**config.mk**
```make
export PLATFORM = sky130hd
export DESIGN_NAME = butoane_filtru
export DESIGN_NICKNAME = d
export VERILOG_FILES = /design/src/rtl/butoane_filtru.sv
export SDC_FILE = /design/constraint.sdc
export NUM_CORES = 1
export LEC_CHECK = 0
export CORE_AREA = 2 2 70 72
export DETAILED_ROUTE_END_ITERATION = 10
export DIE_AREA = 0 0 72 74
export PLACE_DENSITY = 0.68
export SLEW_MARGIN = 0
export SYNTH_ARGS = -nofsm -noshare
export SYNTH_HDL_FRONTEND = slang
export SYNTH_SLANG_ARGS = --single-unit
```
**constraint.sdc**
```tcl
create_clock -name clk_i -period 3.2 [get_ports clk_i]
set_input_delay 0.32 -clock clk_i [delete_from_list [all_inputs] [get_ports clk_i]]
set_output_delay 0.32 -clock clk_i [all_outputs]
set_load 0.05 [all_outputs]
```
**src/rtl/butoane_filtru.sv**
```systemverilog
// Switch/button conditioner: per-channel synchroniser, counter debounce, rise/fall strobes.
// Define BUTOANE_FILTRU_TOGGLE_EN to enable the per-channel toggle output mode (mode_i).
module butoane_filtru #(
   parameter int N           = 2,
   parameter int DEB_CYCLES  = 500000,
   parameter int SYNC_STAGES = 2
) (
   input  logic         clk_i,
   input  logic         reset_ni,
   input  logic [N-1:0] sw_i,
   input  logic [N-1:0] mode_i,
   output logic [N-1:0] level_o,
   output logic [N-1:0] rise_o,
   output logic [N-1:0] fall_o,
   output logic [N-1:0] out_o
);

   localparam int CW = $clog2(DEB_CYCLES);
   localparam logic [CW-1:0] CNT_LAST = CW'(DEB_CYCLES - 1);

   typedef enum logic {
      ST_STABLE = 1'b0,
      ST_WAIT   = 1'b1
   } deb_state_t;

`ifndef BUTOANE_FILTRU_TOGGLE_EN
   logic unused_mode;
   assign unused_mode = ^mode_i;
`endif

   generate
      for (genvar gi = 0; gi < N; gi++) begin : g_ch
         logic [SYNC_STAGES-1:0] sync_reg;
         logic                   s;
         deb_state_t             state_reg;
         logic [CW-1:0]          cnt_reg;
         logic                   level_reg;
         logic                   rise_reg;
         logic                   fall_reg;
         logic                   commit;
         logic                   level_next;

         always_ff @(posedge clk_i) begin
            if (!reset_ni) begin
               sync_reg <= '0;
            end else begin
               sync_reg <= {sync_reg[SYNC_STAGES-2:0], sw_i[gi]};
            end
         end

         assign s = sync_reg[SYNC_STAGES-1];

         // The DEB_CYCLES-th consecutive contrary sample flips the level.
         assign commit     = (state_reg == ST_WAIT) && (s != level_reg) && (cnt_reg == CNT_LAST);
         assign level_next = level_reg ^ commit;

`ifdef BUTOANE_FILTRU_TOGGLE_EN
         logic out_reg;
`endif

         always_ff @(posedge clk_i) begin
            if (!reset_ni) begin
               state_reg <= ST_STABLE;
               cnt_reg   <= '0;
               level_reg <= 1'b0;
               rise_reg  <= 1'b0;
               fall_reg  <= 1'b0;
`ifdef BUTOANE_FILTRU_TOGGLE_EN
               out_reg   <= 1'b0;
`endif
            end else begin
               rise_reg <= 1'b0;
               fall_reg <= 1'b0;
               case (state_reg)
                  ST_STABLE: begin
                     if (s != level_reg) begin
                        state_reg <= ST_WAIT;
                        cnt_reg   <= CW'(1);
                     end else begin
                        cnt_reg   <= '0;
                     end
                  end
                  ST_WAIT: begin
                     if (s == level_reg) begin
                        state_reg <= ST_STABLE;
                        cnt_reg   <= '0;
                     end else if (commit) begin
                        level_reg <= ~level_reg;
                        rise_reg  <= ~level_reg;
                        fall_reg  <= level_reg;
                        state_reg <= ST_STABLE;
                        cnt_reg   <= '0;
                     end else begin
                        cnt_reg   <= cnt_reg + CW'(1);
                     end
                  end
                  default: begin
                     state_reg <= ST_STABLE;
                     cnt_reg   <= '0;
                  end
               endcase
`ifdef BUTOANE_FILTRU_TOGGLE_EN
               // Toggle mode flips only on a rise commit; level mode tracks the new level.
               if (mode_i[gi]) begin
                  if (commit && !level_reg) begin
                     out_reg <= ~out_reg;
                  end
               end else begin
                  out_reg <= level_next;
               end
`endif
            end
         end

         assign level_o[gi] = level_reg;
         assign rise_o[gi]  = rise_reg;
         assign fall_o[gi]  = fall_reg;
`ifdef BUTOANE_FILTRU_TOGGLE_EN
         assign out_o[gi]   = out_reg;
`else
         assign out_o[gi]   = level_reg;
`endif
      end
   endgenerate

endmodule

```
==> results of run 1 <==
-- critical path, cell delays in order, from the launching register on --
cell       delay, ns
dfxtp_1         0.34
or4b_1          0.53
or3_1           0.50
o2111ai_4       0.51
o21ba_2         0.23
-- synthesized netlist by cell type --
cell type / n / area (µm²)
buf_4: 8 / 60.1
clkbuf_2: 1 / 5.00
o21ba_2: 1 / 10.0
clkbuf_1: 4 / 15.0
and4_1: 5 / 43.8
nor2_1: 34 / 128
o21ai_1: 1 / 5.00
nor4_1: 3 / 18.8
a21oi_1: 13 / 65.1
o31ai_1: 3 / 22.5
o31a_2: 1 / 10.0
or4b_2: 2 / 20.0
dfxtp_1: 50 / 1000
o2111ai_4: 1 / 26.3
and2_1: 6 / 37.5
and3_1: 6 / 37.5
and4_2: 2 / 20.0
or3_1: 8 / 50.1
nor4b_1: 1 / 8.76
xor2_1: 17 / 149
o21a_1: 2 / 15.0
nor3_1: 5 / 25.0
nand2_1: 12 / 45.0
o21ai_0: 8 / 40.0
or4_1: 4 / 30.0
nand3_1: 15 / 75.1
nor4bb_1: 1 / 10.0
ha_1: 2 / 25.0
xnor2_1: 10 / 87.6
buf_6: 2 / 22.5
or4b_1: 1 / 10.0
a21o_1: 1 / 7.51
nand4_1: 13 / 81.3
inv_1: 8 / 30.0
-- through the flow --
step | total power [W] | std cells
6_report | 0.00109 | 309
5_1_grt | 0.00113 | 309
4_1_cts | 0.00111 | 309
3_5_place_dp | 0.000656 | 302
3_3_place_gp | 0.000655 | 302
2_1_floorplan | 0.000650 | 251
-- routing by layer --
layer / routed length (µm) / part of all wire (%) / global-route usage [%]
met1: 1900 / 50 / 19.8
met2: 1770 / 47 / 27.0
met3: 75 / 2.0 / 3.66
met4: 54 / 1.4 / 6.92
met5: 0 / 0 / 0
-- final cells by class --
type | instances | area share (%)
clock buffer | 6 | 3.40
clock inverter | 1 | 1.23
inverter | 8 | 1.23
multi-input combinational | 178 | 45.4
sequential | 50 | 41.2
tap | 54 | 2.78
timing repair buffer | 12 | 4.84
-- power breakdown --
group          switching, W  internal (W)  total (W)  leakage (nW)
clock network      0.000199      0.000250   0.000449        0.0573
logic            0.00000613    0.00000644  0.0000126         0.296
registers        0.00000292      0.000625   0.000628         0.404
total              0.000208      0.000882    0.00109         0.757
-- logic make-up after synthesis --
family,Yosys count
AO/OA/AOI/OAI,31
XOR/XNOR,27
adder cells (fa/ha/maj),2
flip-flops,50
buffers and inverters,23
AND/OR/NAND/NOR,118
-- path summary, 6_finish.rpt --
kind                             startpoint                              to  slack (ns)  depth (start not counted)
max          g_ch[0].cnt_reg[11]$_SDFF_PP0_  g_ch[0].cnt_reg[17]$_SDFF_PP0_        0.98                          4
min          g_ch[0].sync_reg[0]$_SDFF_PN0_  g_ch[0].sync_reg[1]$_SDFF_PN0_        0.45                          1
max reg2reg  g_ch[0].cnt_reg[11]$_SDFF_PP0_  g_ch[0].cnt_reg[17]$_SDFF_PP0_        0.98                          4
min reg2reg  g_ch[0].sync_reg[0]$_SDFF_PN0_  g_ch[0].sync_reg[1]$_SDFF_PN0_        0.45                          1
==> metrics.md, run 1 <==
| Metric | Value |
|---|---|
| TritonCTS clock tree | `done` |
| Routed vias | `1,647` |
| Clock-pin slew on the worst setup and hold paths | `0.09 ns` |
| Overflow left after global routing | `0` |
| Width of the chip | `72 µm` |
| Worst-margin pin slew | `0.522 ns` |
| Result of the run | `complete, no violations` |
| Final Setup Violations | `0` |
| Largest register FFs | `38` |
| Count of instances resized after the clock tree is built | `0` |
| Simple-gate share of the synthesized area | `28.6%` |
| Max Fanout on Critical Path | `18` |
| Port bufs | `11` |
| Effective utilization at floorplan | `48.7%` |
| Post-CTS Hold Fix Bufs | `0` |
| Worst-case hold slack | `0.447 ns` |
| Layout Cell Area excl Fill | `2430 µm²` |
| DR WL/cell | `12.3 µm` |
| Final RePlAce weighted congestion | `0.773` |
| Class of the most critical setup path | `reg2reg` |
| # fillers | `414` |
| Peak ir drop on the vdd network | `0.199 mV` |
| Wire length of the first global-routing pass | `6710 µm` |
| Height of the die | `74 µm` |
| DP Wirelength | `2630 µm` |
| Remaining DRCs | `0` |
| Utilization of the core after routing | `52.9%` |
| Synth Area in XOR/XNOR | `10.6%` |
| PD cells | `448 nW/µm²` |
| CP Data Arrival Time | `2.41 ns` |
| Area taken by flip-flops and latches | `1000 µm²` |
| Total of max-cap violations | `0` |
| I/O pin count | `14` |
| Number of placement rows | `25` |
| Portion of the clock cycle consumed by the worst path in the final layout | `69.2%` |
| Largest net degree at the start of global routing | `19` |
| Initial DRT Pass Iterations | `4` |
| Number of warnings reported in the yosys synthesis log | `0` |
| Number of nets produced by synthesis | `259` |
| Total global-route track usage | `16.0%` |
| Clock Skews | `0.00786 ns` |
| Worst Setup End Kind | `flip-flop` |
| Area of combinational cells with multiple inputs | `1100 µm²` |
| Worst endpoint required time | `3.39 ns` |
| Die outline area | `5330 µm²` |
| Average cell area after synthesis | `8.91 µm²` |
| Max Root-Sink Buffers | `2` |
| Final count of hold timing violations | `0` |
| Max Clk Rate | `451 MHz` |
| WL final | `3790 µm` |
| Largest family of logic cells by synthesized area | `simple AND/OR/NAND/NOR gates` |
| Multiplexer fraction of the synthesized cell area | `0%` |
| CTS Buf Count | `5` |
| Final setup slack of the worst path | `0.984 ns` |
| Clock insertion delay at the later pin of the skew report | `0.30 ns` |
| Diodes inserted | `0` |
| Mapped cell area | `2240 µm²` |
| Slew headroom | `65.2%` |
| Initial antenna violation count | `0` |
| Part of the Yosys area used for sequential elements | `44.7%` |
| Vias in the first global route | `1,575` |
| RSZ-0062 raised after global routing | `false` |
| Number of violations reported at the end of detailed-routing iteration 0 | `65` |
| Net total in the final layout | `263` |
| Setup crit start kind | `flip-flop` |
| Final TNS setup | `0 ns` |
| Root cell of the clock tree | `clkbuf_8` |
| Core area | `4600 µm²` |
| Layout cell share with drive strength beyond 1 | `5.88%` |
| Most common cell after layout, fill and taps aside | `dfxtp_1` |
| Number of slew-limit violations in the final report | `0` |
| Vias per std cell | `5.33` |
| Leading cell types in the layout, fill and taps excluded | `dfxtp_1 (50), nor2_1 (34), xor2_1 (17)` |
| Layout overhead on the synthesized area | `8.72%` |
| Sink Count | `50` |
| Synthesized instance count | `251` |
| Number of storage elements in the synthesis netlist | `50` |
| Leakage | `0.757 nW` |
| Number of library cell types mapped by synthesis | `34` |
| Synth Area in Adders | `1.12%` |
| Antenna Nets Post-Route | `0` |
| # Post-CTS Setup Buffers | `0` |
| Pre-CTS setup slack | `0.976 ns` |
| Type of the most critical hold path | `reg2reg` |
| Compound-gate portion of the synthesized area | `9.00%` |
| Final critical delay including setup and external delays | `2.22 ns` |
| H-tree depth | `2` |
| Placed instance area | `2320 µm²` |
No activity file was read; power rests on OpenSTA's default activity.
==> inputs of run 2 (changes only) <==
Settings changed: PLACE_DENSITY 0.68 to 0.71.
Clock period 3.2 ns to 1.85 ns, I/O delays scaled along.
==> metrics.md, run 2 (same netlist as run 1, synthesis figures left out) <==
| Metric | Value |
|---|---|
| Critical register-to-register path endpoint | `g_ch[0].cnt_reg[7]$_SDFF_PP0_` |
| Violated checks | `setup timing` |
| Height of the die | `74 µm (unchanged)` |
| CP Launch Point | `g_ch[0].cnt_reg[11]$_SDFF_PP0_` |
| Initial antenna violation count | `0 (unchanged)` |
| Largest net degree at the start of global routing | `19 (unchanged)` |
| H-tree depth | `2 (unchanged)` |
| Routed vias | `1,791 (+8.7%)` |
| Layout cell share with drive strength beyond 1 | `20.4% (+15 points)` |
| Clock insertion delay at the later pin of the skew report | `0.31 ns (about the same)` |
| Sink Count | `50 (unchanged)` |
| Clock Skews | `0.0110 ns (+0.00314 ns)` |
| Number of violations reported at the end of detailed-routing iteration 0 | `43 (-34%)` |
| Largest register FFs | `38 (unchanged)` |
| Result of the run | `complete, but fails checks` |
| Clock-pin slew on the worst setup and hold paths | `0.10 ns (about the same)` |
| TritonCTS clock tree | `done` |
| Number of placement rows | `25 (unchanged)` |
| Slew headroom | `66.5% (+1.3 points)` |
| Portion of the clock cycle consumed by the worst path in the final layout | `100% (+31 points)` |
| Layout overhead on the synthesized area | `20.6%` |
| Number of slew-limit violations in the final report | `0 (unchanged)` |
| Pre-CTS setup slack | `-0.113 ns (-1.09 ns)` |
| I/O pin count | `14 (unchanged)` |
| Max Fanout on Critical Path | `8 (-10)` |
| DP Wirelength | `2980 µm (+13%)` |
| Final setup slack of the worst path | `-0.00817 ns (-0.993 ns)` |
| End of the critical path | `g_ch[0].cnt_reg[7]$_SDFF_PP0_` |
| Antenna Nets Post-Route | `0 (unchanged)` |
| CP Data Arrival Time | `2.06 ns (-0.35 ns)` |
| Peak ir drop on the vdd network | `0.359 mV (+80%)` |
| Total global-route track usage | `16.6% (+0.66 points)` |
| Final TNS setup | `-0.0149 ns (-0.0149 ns)` |
| Post-CTS Hold Fix Bufs | `0 (unchanged)` |
| Final Setup Violations | `3 (+3)` |
| Overflow left after global routing | `0 (unchanged)` |
| Max Clk Rate | `538 MHz (+19%)` |
| DR WL/cell | `12.0 µm (-2.1%)` |
| Worst Setup End Kind | `flip-flop` |
| Worst reg-to-reg setup slack | `-0.008 ns (-0.99 ns)` |
| Max Root-Sink Buffers | `2 (unchanged)` |
| Remaining DRCs | `0 (unchanged)` |
| Diodes inserted | `0 (unchanged)` |
| Core area | `4600 µm² (unchanged)` |
| Type of the most critical hold path | `reg2reg` |
| Initial DRT Pass Iterations | `4 (unchanged)` |
| Vias per std cell | `5.30 (-0.59%)` |
| Worst-margin pin slew | `0.501 ns (-0.0215 ns)` |
| Final critical delay including setup and external delays | `1.86 ns (-0.357 ns)` |
| Class of the most critical setup path | `reg2reg` |
| Final count of hold timing violations | `0 (unchanged)` |
| Vias in the first global route | `1,672 (+6.2%)` |
| Net total in the final layout | `291 (+11%)` |
| CTS Buf Count | `5 (unchanged)` |
| Setup crit start kind | `flip-flop` |
| Die outline area | `5330 µm² (unchanged)` |
| Length in cells of the worst reg-to-reg path | `6 (+2)` |
| RSZ-0062 raised after global routing | `true` |
| Wire length of the first global-routing pass | `6980 µm (+4.0%)` |
| Effective utilization at floorplan | `48.7% (unchanged)` |
| Width of the chip | `72 µm (unchanged)` |
| Worst endpoint required time | `2.05 ns (-1.34 ns)` |
| Most common cell after layout, fill and taps aside | `dfxtp_1` |
| Root cell of the clock tree | `clkbuf_8` |
| Leakage | `0.915 nW (+21%)` |
| Final RePlAce weighted congestion | `0.818 (+5.8%)` |
| Port bufs | `11 (unchanged)` |
| PD cells | `659 nW/µm² (+47%)` |
| Leading cell types in the layout, fill and taps excluded | `dfxtp_1 (48), nor2_1 (32), buf_4 (26)` |
| Total of max-cap violations | `0 (unchanged)` |
| Source of the worst register-to-register timing path | `g_ch[0].cnt_reg[11]$_SDFF_PP0_` |
| WL final | `4060 µm (+7.0%)` |
## run 2: power breakdown
| part | internal, W | switching, W |
|---|---|---|
| registers | 0.00108 | 0.00000481 |
| clock network | 0.000280 | 0.000386 |
| logic | 0.0000130 | 0.0000126 |
| total | 0.00138 | 0.000404 |
## run 2: how the worst min path moves through the flow
stage	start	end	slack (ns)	cells past startpoint
after floorplan	sw_i[0]	g_ch[0].sync_reg[0]$_SDFF_PN0_	0.31	1
after global placement	g_ch[0].sync_reg[0]$_SDFF_PN0_	g_ch[0].sync_reg[1]$_SDFF_PN0_	0.41	1
after detailed placement	g_ch[0].sync_reg[0]$_SDFF_PN0_	g_ch[0].sync_reg[1]$_SDFF_PN0_	0.42	1
after CTS	sw_i[0]	g_ch[0].sync_reg[0]$_SDFF_PN0_	0.43	2
after global routing	g_ch[1].sync_reg[0]$_SDFF_PN0_	g_ch[1].sync_reg[1]$_SDFF_PN0_	0.45	1
final	g_ch[1].sync_reg[0]$_SDFF_PN0_	g_ch[1].sync_reg[1]$_SDFF_PN0_	0.44	1
## run 2: layer usage
layer	vias to the layer above	track usage [%]	wire length, µm
met1	830	19.0	1900
met2	15	30.0	2000
li1	939	-	-
met5	-	0	0
met4	0	6.71	72
met3	7	4.07	85
## run 2: critical path: stages, from the launching register on
cell and delay (ns):
dfxtp_2 0.33, or4b_1 0.51, or3_4 0.38, o2111ai_4 0.21
buf_12 0.16, buf_8 0.11, nor2_1 0.04
## run 2: final cells by class
cell class / count / area, µm²
fill: 397 / 1900
clock inverter: 3 / 28.8
multi-input combinational: 178 / 1140
tap: 54 / 67.6
timing repair buffer: 40 / 354
clock buffer: 5 / 68.8
inverter: 8 / 30.0
sequential: 50 / 1000
## run 2: timing repair
item	CTS	global route
hold endpoints to repair	0	0
endpoints found under the setup margin	20	28
buffers inserted	1	1
gates resized for setup	3	14
pin swaps	1	4
## run 2: stage by stage
step | total power (W) | util [%] | cells | hold slack, ns | instance area [µm²]
2_1_floorplan | 0.00112 | - | 251 | 0.312 | 2240
3_3_place_gp | 0.00114 | 54.6 | 328 | 0.414 | 2510
3_5_place_dp | 0.00114 | 54.6 | 328 | 0.423 | 2510
4_1_cts | 0.00181 | 57.1 | 337 | 0.433 | 2630
5_1_grt | 0.00185 | 58.7 | 338 | 0.452 | 2700
6_report | 0.00178 | 58.7 | 338 | 0.439 | 2700
